$ cat src/rtl/bist_control.sv
// Two-phase LFSR/MISR BIST sequencer: START edge -> (Seed, N_PATTERNS x OUT, FINISH) per phase, then BIST_END.
// Registered Moore outputs, first Seed one edge after START is seen; no backpressure, START edges mid-run are ignored.
module bist_control #(
  parameter int N_PATTERNS = 20,
  parameter int N_PHASES   = 2
) (
  input  logic CLK,
  input  logic RESET,
  input  logic START,
  output logic OUT,
  output logic BIST_END,
  output logic Poly,
  output logic Seed,
  output logic FINISH
);

  localparam int CW = $clog2(N_PATTERNS + 1);
  localparam logic [CW-1:0] LAST_CNT = CW'(N_PATTERNS - 1);

  typedef enum logic [2:0] {
    IDLE,
    LOAD,
    RUN,
    CHECK,
    DONE
  } state_t;

  state_t        state, state_nxt;
  logic          phase, phase_nxt;
  logic [CW-1:0] count, count_nxt;
  logic          start_q;
  logic          start_edge;
  logic          last_phase;

  assign start_edge = START & ~start_q;
  assign last_phase = (N_PHASES < 2) || phase;

  always_comb begin
    state_nxt = state;
    phase_nxt = phase;
    count_nxt = count;
    case (state)
      IDLE, DONE: begin
        if (start_edge) begin
          state_nxt = LOAD;
          phase_nxt = 1'b0;
        end
      end
      LOAD: begin
        state_nxt = RUN;
        count_nxt = '0;
      end
      RUN: begin
        count_nxt = count + 1'b1;
        if (count == LAST_CNT) state_nxt = CHECK;
      end
      CHECK: begin
        if (last_phase) begin
          state_nxt = DONE;
        end else begin
          state_nxt = LOAD;
          phase_nxt = 1'b1;
        end
      end
      default: state_nxt = IDLE;
    endcase
  end

  // Outputs are decoded from the next state so they line up with the state register.
  always_ff @(posedge CLK or posedge RESET) begin
    if (RESET) begin
      state    <= IDLE;
      phase    <= 1'b0;
      count    <= '0;
      start_q  <= 1'b0;
      OUT      <= 1'b0;
      BIST_END <= 1'b0;
      Poly     <= 1'b0;
      Seed     <= 1'b0;
      FINISH   <= 1'b0;
    end else begin
      state    <= state_nxt;
      phase    <= phase_nxt;
      count    <= count_nxt;
      start_q  <= START;
      OUT      <= (state_nxt == RUN);
      BIST_END <= (state_nxt == DONE);
      Seed     <= (state_nxt == LOAD);
      FINISH   <= (state_nxt == CHECK);
      Poly     <= phase_nxt & ((state_nxt == LOAD) || (state_nxt == RUN) || (state_nxt == CHECK));
    end
  end

endmodule

$ cat config.mk
export PLATFORM = sky130hd
export DESIGN_NAME = bist_control
export DESIGN_NICKNAME = d
export VERILOG_FILES = /design/src/rtl/bist_control.sv
export SDC_FILE = /design/constraint.sdc
export NUM_CORES = 1
export LEC_CHECK = 0
export CORE_MARGIN = 2
export CORE_UTILIZATION = 40
export CTS_CLUSTER_DIAMETER = 100
export DETAILED_ROUTE_END_ITERATION = 7
export PLACE_DENSITY = 0.62
export SLEW_MARGIN = 15
export SYNTH_ARGS = -nofsm -noshare
export SYNTH_HDL_FRONTEND = slang
export SYNTH_SLANG_ARGS = --single-unit
export TNS_END_PERCENT = 10
$ cat constraint.sdc
create_clock -name CLK -period 3.1 [get_ports CLK]
set_input_delay 0.93 -clock CLK [delete_from_list [all_inputs] [get_ports CLK]]
set_output_delay 0.93 -clock CLK [all_outputs]
set_load 0.005 [all_outputs]
==> impl_metrics.ini <==
[synthesis]
synth_area_um2 = 657
synth_top_area_cell = dfrtp_1
ys.flop_type = dfrtp_1
syn-num-nets = 61
synth_common_cells = dfrtp_1, inv_1, nand2_1, nand2b_1, nand3_1
yosysSeqAreaShare_pct = 57.1
yosysMostFrequentCell = dfrtp_1
avgSynthCellArea_um2 = 11.5
ys_warn_count = 0
synth_enable_flop_cells = 0
ys_types = 24
ys_top_cells_by_area = dfrtp_1, nand2b_1, nand3b_1, nor4_4, nand3_1
postSynth.asyncResetShare_pct = 100
syn_inst = 57
ys_ff_latch = 15
synth_top_area_share_pct = 57.1

[setup_path]
cp.arrival_ns = 1.10
required_ns = 2.17
crit_slowest_cell = clkdlybuf4s50_1
worst-path-max-fanout = 1
crit_chain = clkdlybuf4s50_1
cp-start-kind = flip-flop
crit_type = flip-flop to output port
max_stage_delay_ns = 0.49
endpoint_kind = output port
path_delay_family = buffers and inverters
crit_buf_inv = 1
rrSetupSlack_ns = 1.73

[clock_network]
cts_resized = 0
clk_latency_ns = 0.28
cts_setup_buffers = 0
numClockSinks = 15
cts.htree.levels = 1
numCtsBuffers = 3
cts_buffer_depth = 2
hold_buffers = 0
root_buffer = clkbuf_4
clk_pin_slew_ns = 0.09
cts_tree = yes

[sta]
final.setup.tns_ns = 0
rsz0062_at_grt = no
setup_violations = 0
fmax_mhz = 492
post-route-period-util_pct = 65.6
slew_headroom_pct = 64.6
skew_ns = 0.00113
period_needed_ns = 2.03
slew_violations = 0
hold_violations = 0
max_slew.worst_pin.slew_ns = 0.530

[detailed_routing]
ant_nets = 0
wl_per_cell_um = 11.8
vias = 439
drt_iter0_drc = 2
firstDrtPassIters = 2
vias_per_cell = 5.35
wl_um = 968
drcViolationCount = 0

[placed_design]
port_buffers = 7
gp_congestion = 0.705
hpwl_um = 706
dpl_cell_area_um2 = 732

[flow_run]
drv_cap = 0

[global_route]
grt_pass1_wl_um = 1720
grt_use_met3_pct = 4.90
grt_use_total_pct = 12.7
grt_max_degree = 16
antenna_found_initial = 0
busiest_layer = met2
met1_usage_pct = 15.7
grt-ovfl-total = 0
grt_pass1_vias = 404
met2_usage_pct = 18.0

[status]
status = complete, no violations

[pwr]
ir_drop_mv = 0.403
p_total_uw = 684
power_leakage_nw = 0.358
pwr_density_cell_mw_per_mm2 = 902

[final_layout]
n_fill_cell = 135
insertedDiodeCount = 0
final_cell_area_um2 = 758
syn_to_final_growth_pct = 15.4
drive_above_1_share_pct = 9.09
nets = 71

[floorplanning]
die_x_um = 44.5
core-area_mm2 = 0.00152
die-area_mm2 = 0.00198
ios = 8
die_height_um = 44.5
initial_core_util_pct = 43.1
row_count = 14

[hold_path]
hold_path.class = flip-flop to flip-flop
-- routing by layer --
metal	part of all wire, %	vias up	wire (µm)
met2	46	9	446
met1	47	215	456
met4	2.6	0	25
met5	0	-	0
li1	-	212	-
met3	4.1	3	40
-- sequential cells by signal, summed over array words and instances, names as in the netlist --
register / cells
count: 5
state: 3
BIST_END: 1
FINISH: 1
OUT: 1
Poly: 1
Seed: 1
last_phase: 1
start_q: 1
-- final timing paths --
kind	from	to	cells past startpoint
max	Seed	Seed	1
min	count[3]	FINISH	1
max reg2reg	state[1]	state[0]	3
min reg2reg	count[3]	FINISH	1
max in group asynchronous	RESET	Seed	2
min in group asynchronous	RESET	count[4]	2
-- cells by family after synthesis --
kind of cell               synth area share (%)
AOI/OAI and AO/OA                          9.53
xor gates and xnor gates                   2.67
adders and majority gates                  1.90
buffers and inverters                      4.57
DFF                                        57.1
muxes                                      1.71
and+or+nand+nor                            22.5
-- per-stage QoR --
stage	worst slack, ns	util, %	std cells	hold WS [ns]
after global routing	1.00	49.8	82	0.568
after detailed placement	0.948	48.0	78	0.523
after global placement	1.05	48.0	78	0.520
after floorplan	1.62	-	57	0.474
after CTS	1.04	49.8	82	0.537
final	1.07	49.8	82	0.533
-- placed cells by master (no fill, tap or decap), types with 2 or more instances in the layout --
cell type        netlist  final
a22o_1                 2      2
inv_1                  4      4
a21oi_1                2      2
nand2b_1               4      4
nor2_1                 2      2
nand3_1                4      4
nand3b_1               3      3
clkdlybuf4s50_1        0      7
o21ai_0                2      2
clkbuf_4               0      3
nand2_1                4      4
dfrtp_1               15     15
-- power breakdown --
group | leakage (nW) | total, mW | internal (mW) | switching, mW
Combinational | 0.149 | 0.248 | 0.134 | 0.114
Sequential | 0.194 | 0.325 | 0.262 | 0.0631
Clock | 0.0150 | 0.111 | 0.0500 | 0.0610
-- area by class of cell --
| cell class | count | area, µm² | area share, % |
|---|---|---|---|
| tap | 16 | 20.0 | 2.64 |
| sequential | 15 | 375 | 49.5 |
| timing repair buffer | 7 | 70.1 | 9.24 |
| inverter | 4 | 15.0 | 1.98 |
| multi-input combinational | 36 | 251 | 33.2 |
| clock buffer | 4 | 26.3 | 3.47 |
No activity file was read; power rests on OpenSTA's default activity.
